**config.mk**
```make
export PLATFORM = sky130hd
export DESIGN_NAME = ifetch_unit
export DESIGN_NICKNAME = d
export VERILOG_FILES = /design/src/rtl/ifetch_unit.sv
export SDC_FILE = /design/constraint.sdc
export NUM_CORES = 1
export LEC_CHECK = 0
export CAP_MARGIN = 0
export CORE_UTILIZATION = 47
export CTS_CLUSTER_DIAMETER = 40
export CTS_CLUSTER_SIZE = 30
export DETAILED_ROUTE_END_ITERATION = 6
export PLACE_DENSITY = 0.83
export SYNTH_ARGS = -nofsm -noshare
export SYNTH_HDL_FRONTEND = slang
export SYNTH_SLANG_ARGS = --single-unit
```
**constraint.sdc**
```tcl
create_clock -name clk -period 11.1 [get_ports clk]
set_input_delay 1.665 -clock clk [delete_from_list [all_inputs] [get_ports clk]]
set_output_delay 1.665 -clock clk [all_outputs]
set_load 0.005 [all_outputs]
```
**src/rtl/ifetch_unit.sv**
```systemverilog
// ifetch_unit: single-outstanding instruction fetch with stall buffering and redirect handling.
// An abandoned request is tracked in DROP so its late response is never delivered.
module ifetch_unit #(
    parameter logic [31:0] RESET_PC = 32'h00000060
) (
    input  logic        clk,
    input  logic        rst,
    output logic        imem_read,
    output logic [31:0] imem_address,
    input  logic        imem_resp,
    input  logic [31:0] imem_rdata,
    input  logic        stall,
    input  logic        redirect,
    input  logic [31:0] redirect_pc,
    output logic        if_valid,
    output logic [31:0] if_instr,
    output logic [31:0] if_pc,
    output logic [31:0] if_pc_4,
    output logic        if_flush
);
    localparam logic [1:0] S_REQ  = 2'd0;
    localparam logic [1:0] S_BUF  = 2'd1;
    localparam logic [1:0] S_DROP = 2'd2;
    localparam logic [31:0] NOP   = 32'h00000013;

    logic [1:0]  r_state;
    logic [31:0] r_pc;
    logic [31:0] r_drop_addr;
    logic [31:0] r_ibuf;
    logic [31:0] w_target;
    logic [31:0] w_pc_4;

    assign w_target = redirect_pc & 32'hFFFFFFFC;
    assign w_pc_4   = r_pc + 32'd4;

    always_comb begin
        imem_read    = ~rst & (r_state != S_BUF);
        imem_address = (r_state == S_DROP) ? r_drop_addr : r_pc;
        if_valid     = ~rst & ~redirect & ((r_state == S_REQ) ? imem_resp : (r_state == S_BUF));
        if_instr     = if_valid ? ((r_state == S_BUF) ? r_ibuf : imem_rdata) : NOP;
        if_pc        = r_pc;
        if_pc_4      = w_pc_4;
        if_flush     = redirect & ~rst;
    end

    always_ff @(posedge clk or posedge rst) begin
        if (rst) begin
            r_state     <= S_REQ;
            r_pc        <= RESET_PC;
            r_drop_addr <= 32'd0;
            r_ibuf      <= NOP;
        end else if (r_state == S_REQ) begin
            if (redirect) begin
                r_pc <= w_target;
                if (!imem_resp) begin
                    r_drop_addr <= r_pc;
                    r_state     <= S_DROP;
                end
            end else if (imem_resp) begin
                if (stall) begin
                    r_ibuf  <= imem_rdata;
                    r_state <= S_BUF;
                end else begin
                    r_pc <= w_pc_4;
                end
            end
        end else if (r_state == S_BUF) begin
            if (redirect) begin
                r_pc    <= w_target;
                r_state <= S_REQ;
            end else if (!stall) begin
                r_pc    <= w_pc_4;
                r_state <= S_REQ;
            end
        end else begin
            // The outstanding response belongs to the dropped request, so it only ends DROP.
            if (redirect) r_pc <= w_target;
            if (imem_resp) r_state <= S_REQ;
        end
    end
endmodule
```
Yosys cells after proc, flatten, opt, wreduce, memory -nomap -nowiden
Index checks and enable logic that the tools add are counted.
{"block": "op_classes", "add_sub_neg": 1, "n_eq_ne": 7, "n_mux": 20, "bitwise": 7, "n_reduce_logical": 7}
{"operator": "32-bit two-way mux", "n": 10}
{"operator": "32-bit by 3-bit adder with 32-bit output, second input constant", "n": 1}
{"operator": "2-bit two-way mux", "n": 9}
{"operator": "3-bit != test, second input constant", "n": 3}
{"operator": "3-bit nonzero test", "n": 2}
{"operator": "5-bit AND reduction", "n": 1}
{"operator": "1-bit AND", "n": 4}
{"operator": "4-bit != test, second input constant", "n": 1}
{"operator": "4-bit AND reduction", "n": 1}
{"operator": "1-bit NOT", "n": 3}
{"operator": "3-bit AND reduction", "n": 1}
{"operator": "2-bit by 1-bit == test with 1-bit output, second input constant", "n": 1}
{"operator": "2-bit == test, second input constant", "n": 1}
{"operator": "2-bit logical NOT", "n": 1}
{"operator": "2-bit by 1-bit != test with 1-bit output, second input constant", "n": 1}
{"operator": "2-bit AND reduction", "n": 1}
{"operator": "1-bit two-way mux", "n": 1}
{"block": "totals", "ff_bits": 98, "inputBits": 69, "output_inout_bits": 131, "word_cells": 46}

Longest topological paths before layout
Gate-level depths: netlist of run 1.
{"block": "depth", "depth_word": 5, "ltp_mapped": 7, "depth_no_buf": 6}

Worst setup path after synthesis of run 1
No wires, ideal clock.
{"block": "synth_timing", "kind": "input to output", "startpoint": "in rst", "endpoint": "out if_instr[0]", "t_arrival_ns": 4.443, "slack_ns": 4.992, "stages": 5, "path_buffers": 1, "cell_sequence": "inv_1 -> nand2_1 -> clkbuf_1 -> inv_1 -> nand3_1"}
{"block": "synth_via", "elab_chain_cells": 4}
{"item": "start: declaration", "line_no": "7", "source": "input logic rst,"}
{"item": "1-bit NOT", "line_no": "39", "source": "if_valid = ~rst & ~redirect & ((r_state == S_REQ) ? imem_resp : (r_state == S_BUF));"}
{"item": "1-bit AND (2 in series)", "line_no": "39"}
{"item": "via if_valid", "line_no": "15", "source": "output logic if_valid,"}
{"item": "32-bit two-way mux", "line_no": "40", "source": "if_instr = if_valid ? ((r_state == S_BUF) ? r_ibuf : imem_rdata) : NOP;"}
{"item": "end: declaration", "line_no": "16", "source": "output logic [31:0] if_instr,"}
The timed path passes the listed nets, and every way through them passes these cells.

Final worst setup path of run 1
{"block": "layout_timing", "startpoint": "in imem_resp", "endpoint": "out if_instr[4]"}
{"block": "layout_via", "elab_chain_cells": 3}
{"item": "start: declaration", "line_no": "10", "source": "input logic imem_resp,"}
{"item": "1-bit two-way mux", "line_no": "39"}
{"item": "1-bit AND", "line_no": "39"}
{"item": "32-bit two-way mux", "line_no": "40"}
Every way passes these cells.

==> results of run 1 <==
metal layers:
metal  up-vias  track usage  share of wire
met5         -            0              0
met1      2500        0.328           0.42
met2       229        0.458           0.50
met4         0        0.107          0.024
met3        32       0.0323          0.055
li1       2318            -              -
worst max-delay path: stages:
cell and delay (ns):
clkdlybuf4s50_1 0.67, nor2_1 0.13, nor3_1 0.24, nand2_1 0.65, inv_1 0.41, nand3_1 0.12, clkdlybuf4s50_1 0.49
layout by cell type (no fill, tap or decap), types with 2 or more instances in the layout:
cell             instances
nor4_1                   2
and3_1                   8
o311ai_0                 3
mux2_1                   2
mux2_2                  94
and4_1                   2
buf_4                    5
nor2b_1                  3
clkdlybuf4s50_1        196
a21o_1                   2
a22oi_1                  5
a221o_1                  3
clkbuf_16                9
nand4_1                 12
nand3_4                  2
nor4_4                   5
o211ai_1                 3
and2_1                   4
nor3_1                   8
or3_1                    6
nand3_1                 21
dfrtp_1                 93
o22ai_1                  2
a21oi_1                 38
xor2_1                  17
a32oi_1                  2
dfstp_2                  5
clkinv_2                 4
xnor2_1                 20
nand2_1                 97
o21ai_0                 20
nor2_1                  19
inv_1                    8
registers in the layout, indices dropped and copies added (netlist names):
name / cells
r_state: 2
r_drop_addr: 32
if_pc: 32
r_ibuf: 32
per-stage QoR:
stage | hold WS, ns | cells | worst slack (ns)
after floorplan | 0.454 | 564 | 4.99
after global placement | 0.465 | 867 | 5.18
after detailed placement | 0.472 | 867 | 5.03
after CTS | 0.486 | 883 | 5.03
after global routing | 0.516 | 884 | 4.87
final | 0.486 | 884 | 5.05
synth_stat cells, types with 4 or more instances:
| cell | count |
|---|---|
| o21ai_0 | 21 |
| inv_1 | 9 |
| or3_1 | 6 |
| dfstp_2 | 5 |
| xor2_1 | 17 |
| nand2_1 | 97 |
| clkbuf_1 | 26 |
| nor4_4 | 4 |
| a22oi_1 | 5 |
| nand3_1 | 21 |
| nor2_1 | 20 |
| xnor2_1 | 20 |
| and3_1 | 8 |
| dfrtp_1 | 93 |
| mux2_2 | 94 |
| buf_2 | 10 |
| and2_1 | 4 |
| nor3_1 | 8 |
| buf_1 | 4 |
| a21oi_1 | 38 |
| nand4_1 | 12 |
final cells by class:
cell class / instances / area, um2
Clock buffer: 10 / 229
Inverter: 9 / 36.3
Clock inverter: 6 / 57.6
Tap cell: 143 / 179
Multi-Input combinational cell: 415 / 2950
Timing Repair Buffer: 203 / 2020
Sequential cell: 98 / 2460
Fill cell: 896 / 3590
power groups by stage:
stage	clock network (uW)	registers (uW)	logic [uW]
floorplan	0	480	168
global placement	0	497	305
detailed placement	0	506	314
CTS	308	499	316
global route	324	511	339
finish	305	501	315
worst paths after layout:
kind / endpoint / slack, ns / depth (start not counted)
worst max register to register: if_pc[17]$_DFFE_PP0P_ / 8.42 / 5
min in group asynchronous: r_ibuf[29]$_DFFE_PP0P_ / 1.76 / 2
worst max-delay path: if_instr[4] / 5.05 / 7
worst min-delay path: r_drop_addr[10]$_DFFE_PP0P_ / 0.49 / 1
max in group asynchronous: r_drop_addr[30]$_DFFE_PP0P_ / 8.16 / 3
worst min register to register: r_drop_addr[10]$_DFFE_PP0P_ / 0.49 / 1
kinds of logic after synthesis:
| logic type | count (synthesis) |
|---|---|
| xor gates and xnor gates | 37 |
| AOI/OAI and AO/OA | 84 |
| adders and majority gates | 1 |
| muxes | 96 |
| buffers and inverters | 51 |
| and+or+nand+nor | 197 |
| DFF | 98 |
==> reports/metrics.cfg, run 1 <==
[global_route]
antenna_found_initial=0
track_usage=0.262
grt_pass1_wl_um=26100
grt-ovfl-total=0
grt_max_degree=62
grt_pass1_vias=5197

[placed_design]
place_area_mm2=0.00762
dp_hpwl_um=11400
io_buffers=197
gp_congestion=0.856

[pwr]
p_leak_uw=0.00324
swShare=0.280
p_sw_uw=314
power_uw=1120
cell_internal_pwr_uw=807
combPwrFrac=0.281
ir_worst_vdd_mv=0.0782
power.density_mw_per_mm2=141
seqPwrFrac=0.447
p_clk_frac=0.272

[timing]
worst_pin_slew_ns=1.25
max_freq_mhz=165
relSlewSlack=0.168
slew_violations=0
clock_skew_ns=0.00654
hold_viol=0
setup_tns_ns=0
period_share=0.545
setup_viol=0
rsz0062_at_grt=no
period_minus_slack_ns=6.05

[synthesis]
netlist_instances=564
yosys_most_used_dff=dfrtp_1
synth_compound_area_frac=0.0893
synth_top_family_by_area=multiplexers
yosys_warnings=0
synthXorXnorAreaFrac=0.0578
seq_area_frac_synth=0.439
synth_top_area_frac=0.415
syn_area_mm2=0.00561
synth_area_leaders=dfrtp_1 (42%), mux2_2 (19%), nand2_1 (6.5%)
yosysTopAreaCell=dfrtp_1
synth-adder-area-share=0.00223
ys_types=47
ys_ff_latch=98
synth_edf_count=0
synth_simple_gate_area_frac=0.181
syn_area_per_cell_um2=9.94
synth.area.mux_share=0.193
synth_nets=634
async_flop_share=1.00

[worst_hold_path]
min_from=r_drop_addr[10]$_DFFE_PP0P_
hold_class=reg -> reg

[clock_network]
clock_latency_ns=0.34
clkSinkCount=98
cts-resized-gates=0
root_buffer=clkbuf_16
ctsHoldBuffers=0
cts.reportedPaths.clkPinSlew_ns=0.06
htreeDepth=3
ctsLongestPathBuffers=2
tritoncts=built
cts_buffers=9
cts_setup_buffers=0

[routing]
wire_per_inst_um=18.4
drtPass1Iterations=7
wl_um=16300
vias=5079
drc=24
drtAntennaViolNets=0
drt_iter0_drc=269
via_per_inst=5.75

[worst_setup_path]
critPathKind=in -> out
crit_required_ns=9.44
critPathLaunch=imem_resp
critPathMaxFanout=30
reg2reg_from=r_state[1]$_DFFE_PP0P_
worstPathArrival_ns=4.39
cp-start-kind=input pin
worstSetupEndpointType=primary output

[floorplanning]
core_area_mm2=0.0115
std_cell_rows=39
die_x_um=111
die_y_um=111
dieArea_mm2=0.0124
ios=200
initial_core_util=0.487

[final_layout]
post-route-util=0.688
syn2layout_area_growth_pct=41.4
fin_area_mm2=0.00793
final_nets=806
antennaDiodeCount=0
layout-drive-gt1-share=0.179

[status]
status=complete, but fails checks
failed_checks=DRC

[job]
drv_cap=0

No activity file was read; power rests on OpenSTA's default activity.
==> inputs of run 2 (changes only) <==
CORE_UTILIZATION = 41   (was 47)
PLACE_DENSITY = 0.77   (was 0.83)
clock period = 5.19 ns   (was 11.1 ns; I/O delays follow)
==> run 2 against run 1 <==
The flow now finishes without violations. Sequential cell count unchanged. Wire length down 0.39%. Critical path depth fell by 1. First-iteration DRC count decreased by 33%. Die area increased by 14%. Clock power up 110%. Setup slack worse by 4.1 ns. Sequential power grew 110%. Critical path type unchanged. Largest cell class unchanged. Largest power group unchanged.
==> reports/metrics.cfg, run 2 (synthesis results as in run 1) <==
[clock_network]
tritoncts=built
ctsHoldBuffers=0  ; unchanged
clkSinkCount=98  ; unchanged
ctsLongestPathBuffers=2  ; unchanged
cts.reportedPaths.clkPinSlew_ns=0.06  ; about the same
clock_latency_ns=0.34  ; about the same
cts_setup_buffers=0  ; unchanged
root_buffer=clkbuf_16
htreeDepth=3  ; unchanged
cts-resized-gates=0  ; unchanged
cts_buffers=9  ; unchanged

[timing]
slew_violations=0  ; unchanged
max_freq_mhz=238
clock_skew_ns=0.00604  ; -0.000505 ns
relSlewSlack=0.138  ; -0.0305
worst_pin_slew_ns=1.28  ; +0.0371 ns
period_minus_slack_ns=4.21
setup_viol=0  ; unchanged
hold_viol=0  ; unchanged
rsz0062_at_grt=no
setup_tns_ns=0  ; unchanged
period_share=0.811

[pwr]
p_leak_uw=0.00323  ; -0.33%
power.density_mw_per_mm2=301  ; +110%
ir_worst_vdd_mv=0.150  ; +92%
power_uw=2390  ; +110%

[placed_design]
gp_congestion=0.830  ; -3.1%
dp_hpwl_um=11500  ; +1.5%
io_buffers=197  ; unchanged

[global_route]
grt_pass1_wl_um=26100  ; about the same
grt.busiest_layer=met2
grt-ovfl-total=0  ; unchanged
grt.met1_usage=0.298  ; -0.0300
gr-usage-met2=0.385  ; -0.0730
use_met3=0.0345  ; +0.00222
grt_pass1_vias=5127  ; -1.3%
grt_max_degree=61  ; -1.6%
antenna_found_initial=0  ; unchanged
track_usage=0.233  ; -0.0294

[worst_hold_path]
hold_class=reg -> reg

[worst_setup_path]
crit_required_ns=4.41  ; -5.03 ns
critPathKind=in -> out
worstSetupEndpointType=primary output
cp-start-kind=input pin
worstPathArrival_ns=3.43  ; -0.96 ns
critPathMaxFanout=30  ; unchanged

[routing]
drtPass1Iterations=4  ; -3
via_per_inst=5.46  ; -4.9%
wire_per_inst_um=17.7  ; -4.0%
vias=5011  ; -1.3%
drc=0  ; -100%
drt_iter0_drc=181  ; -33%
wl_um=16200  ; -0.39%
drtAntennaViolNets=0  ; unchanged

[job]
drv_cap=0  ; unchanged

[final_layout]
final_cell_mix=clkdlybuf4s50_1 (196), nand2_1 (97), mux2_2 (94), dfrtp_1 (93), a21oi_1 (38)
post-route-util=0.598  ; -0.0898
layout-drive-gt1-share=0.175  ; -0.00405
final_nets=806  ; unchanged
syn2layout_area_growth_pct=41.9
antennaDiodeCount=0  ; unchanged
layout_commonest_cell=clkdlybuf4s50_1

[floorplanning]
dieArea_mm2=0.0141  ; +14%
std_cell_rows=42  ; +7.7%
core_area_mm2=0.0133  ; +15%
die_y_um=119  ; +6.9%
die_x_um=119  ; +6.9%
initial_core_util=0.422  ; -0.0651
ios=200  ; unchanged

[status]
status=completed

-- run 2: cell types whose count changed in the layout (fill, tap and decap cells not counted) --
cell,delta
buf_4,+1
buf_8,-1
clkbuf_1,+3
clkinv_2,-3
-- run 2: per-stage QoR --
step	area [um2]	hold WS [ns]	setup slack (ns)	std cells
finish	7960	0.496	0.981	917
global placement	7670	0.464	1.08	901
global route	7960	0.512	0.773	917
detailed placement	7670	0.483	0.999	901
floorplan	5610	0.454	0.855	564
CTS	7960	0.498	1.00	917
-- run 2: critical path: stages --
cell and delay, ns:
clkdlybuf4s50_1 0.68, nor2_1 0.12, nor3_1 0.29, nand2_1 0.64
a21oi_1 0.36, clkdlybuf4s50_1 0.56
-- run 2: path summary, 6_finish.rpt --
| path | start | to | slack, ns | cells past startpoint |
|---|---|---|---|---|
| worst max register to register | r_state[1]$_DFFE_PP0P_ | if_pc[17]$_DFFE_PP0P_ | 2.54 | 5 |
| worst max-delay path | imem_resp | if_instr[24] | 0.98 | 6 |
| worst min register to register | r_drop_addr[24]$_DFFE_PP0P_ | r_drop_addr[24]$_DFFE_PP0P_ | 0.50 | 1 |
| max in group asynchronous | rst | r_ibuf[26]$_DFFE_PP0P_ | 2.99 | 4 |
| worst min-delay path | r_drop_addr[24]$_DFFE_PP0P_ | r_drop_addr[24]$_DFFE_PP0P_ | 0.50 | 1 |
| min in group asynchronous | rst | if_pc[31]$_DFFE_PP0P_ | 1.02 | 3 |
-- run 2: metal layers --
metal	vias to the layer above	routed length, um
li1	2334	-
met1	2464	7050
met5	-	0
met2	181	7880
met4	0	445
met3	32	815
-- run 2: area by class of cell --
| class | count | area, um2 |
|---|---|---|
| sequential | 98 | 2460 |
| timing repair buffer | 203 | 2010 |
| clock inverter | 3 | 42.5 |
| tap | 176 | 220 |
| fill | 1115 | 5340 |
| clock buffer | 13 | 240 |
| inverter | 9 | 36.3 |
| multi-input combinational | 415 | 2950 |
-- run 2: where the power goes --
| part | switching [uW] | internal, uW | total, uW |
|---|---|---|---|
| Sequential | 138 | 931 | 1070 |
| Clock | 279 | 374 | 653 |
| Combinational | 247 | 422 | 670 |
==> inputs of run 3 (changes only) <==
clock period = 3.8 ns   (was 5.19 ns; I/O delays follow)
==> run 3 against run 2 <==
Sequential cell count is the same. Non-clock buffer count grew 5. Hold slack lost 0.0069 ns. Design area grew 0.53%. Combinational power grew 38%. Setup slack lost 0.69 ns. Sequential share of layout area shrank 0.16 points. Total power grew 37%. Critical path type is now reg -> out.
==> reports/metrics.cfg, run 3 (synthesis results as in run 1) <==
[routing]
drt_iter0_drc=245  ; +35%
wl_um=16600  ; +2.4%
wire_per_inst_um=18.0  ; +1.9%
drc=0  ; unchanged
via_per_inst=5.45  ; -0.20%
drtPass1Iterations=5  ; +1
drtAntennaViolNets=0  ; unchanged
vias=5028  ; +0.34%

[timing]
setup_tns_ns=0  ; unchanged
finalWorstSetupSlack_ns=0.292  ; -0.688 ns
worst_pin_slew_ns=1.08  ; -0.202 ns
clock_skew_ns=0.00809  ; +0.00206 ns
relSlewSlack=0.274  ; +0.136
period_minus_slack_ns=3.51
max_freq_mhz=285
setup_viol=0  ; unchanged
slew_violations=0  ; unchanged
period_share=0.923
rsz0062_at_grt=no
hold_viol=0  ; unchanged

[status]
status=completed

[floorplanning]
die_x_um=119  ; unchanged
core_area_mm2=0.0133  ; unchanged
initial_core_util=0.422  ; unchanged
std_cell_rows=42  ; unchanged
die_y_um=119  ; unchanged
dieArea_mm2=0.0141  ; unchanged
ios=200  ; unchanged

[final_layout]
fin_area_mm2=0.00800  ; +0.53%
final_nets=811  ; +0.62%
final_cell_mix=clkdlybuf4s50_1 (196), nand2_1 (96), mux2_2 (94), dfrtp_1 (93), a21oi_1 (38)
antennaDiodeCount=0  ; unchanged
layout_commonest_cell=clkdlybuf4s50_1
nFillCells=1084  ; -2.8%
syn2layout_area_growth_pct=42.7
layout-drive-gt1-share=0.185  ; +0.00955

[worst_setup_path]
rr_worst_depth=5  ; unchanged
reg2reg_from=r_state[1]$_DFFE_PP0P_
crit_required_ns=3.23  ; -1.18 ns
worstSetupEndpointType=primary output
worstPathArrival_ns=2.94  ; -0.49 ns
critPathMaxFanout=9  ; -70%
cp-start-kind=register
regToRegSetupSlack_ns=1.16  ; -1.38 ns
rr_endpoint=if_pc[17]$_DFFE_PP0P_
critPathKind=reg -> out

[placed_design]
place_area_mm2=0.00771  ; +0.54%
io_buffers=197  ; unchanged
gp_congestion=0.791  ; -4.7%
pre_cts_ws_ns=0.675  ; -0.324 ns
dp_hpwl_um=11500  ; -0.36%

[clock_network]
cts-resized-gates=0  ; unchanged
ctsLongestPathBuffers=2  ; unchanged
cts_setup_buffers=0  ; unchanged
cts_buffers=9  ; unchanged
ctsHoldBuffers=0  ; unchanged
clkSinkCount=98  ; unchanged
clock_latency_ns=0.35  ; about the same
root_buffer=clkbuf_16
htreeDepth=3  ; unchanged
cts.reportedPaths.clkPinSlew_ns=0.06  ; about the same
tritoncts=built

[global_route]
grt_pass1_wl_um=26400  ; +1.2%
grt_pass1_vias=5087  ; -0.78%
track_usage=0.236  ; +0.00361
grt-ovfl-total=0  ; unchanged
grt_max_degree=66  ; +8.2%
antenna_found_initial=0  ; unchanged

[worst_hold_path]
min_to=r_drop_addr[10]$_DFFE_PP0P_
whs_path_depth=1  ; unchanged
hold_class=reg -> reg
min_from=r_drop_addr[10]$_DFFE_PP0P_

[pwr]
power_uw=3270  ; +37%
p_leak_uw=0.00325  ; +0.57%
ir_worst_vdd_mv=0.310  ; +110%
power.density_mw_per_mm2=408  ; +36%

[job]
drv_cap=0  ; unchanged

run 3: layout make-up:
class	instances	area [um2]	share of cell area
Clock buffer	13	260	0.0325
Clock inverter	3	23.8	0.00297
Inverter	9	37.5	0.00469
Multi-Input combinational cell	415	2950	0.369
Sequential cell	98	2460	0.307
Tap cell	176	220	0.0275
Timing Repair Buffer	208	2050	0.256
run 3: worst max path at each step:
stage	slack [ns]	from	to	cells after the start
3_3_place_gp	0.68	if_pc[2]$_DFFE_PP0P_	if_pc_4[30]	6
4_1_cts	0.26	if_pc[2]$_DFFE_PP0P_	if_pc_4[28]	6
2_1_floorplan	0.48	rst	if_instr[0]	5
3_5_place_dp	0.67	if_pc[2]$_DFFE_PP0P_	if_pc_4[28]	6
6_report	0.29	if_pc[6]$_DFFE_PP1P_	if_pc_4[31]	5
5_1_grt	0.06	if_pc[2]$_DFFE_PP0P_	if_pc_4[28]	6
run 3: report_power, final:
part / internal, uW / leakage [uW] / switching, uW
Combinational: 581 / 0.00193 / 342
Clock: 482 / 0.000132 / 407
Sequential: 1270 / 0.00118 / 184
Total: 2330 / 0.00325 / 933
run 3: through the flow:
step | hold slack [ns] | instances | utilization
3_5_place_dp | 0.476 | 906 | 0.580
6_report | 0.489 | 922 | 0.602
5_1_grt | 0.511 | 922 | 0.602
2_1_floorplan | 0.454 | 564 | -
4_1_cts | 0.491 | 922 | 0.602
3_3_place_gp | 0.465 | 906 | 0.580
run 3: per-layer routing:
metal  vias up  GRT usage  share of wire
met5         -          0              0
met4         0     0.0957          0.022
met3        29     0.0412          0.048
met2       177      0.399           0.50
met1      2484      0.299           0.43
li1       2338          -              -
run 3: critical path, stage by stage (launching register included):
cell	delay (ns)
dfstp_2	0.65
nand3_4	0.18
nor4_4	0.67
nand4_1	0.23
xnor2_1	0.29
clkdlybuf4s50_1	0.57
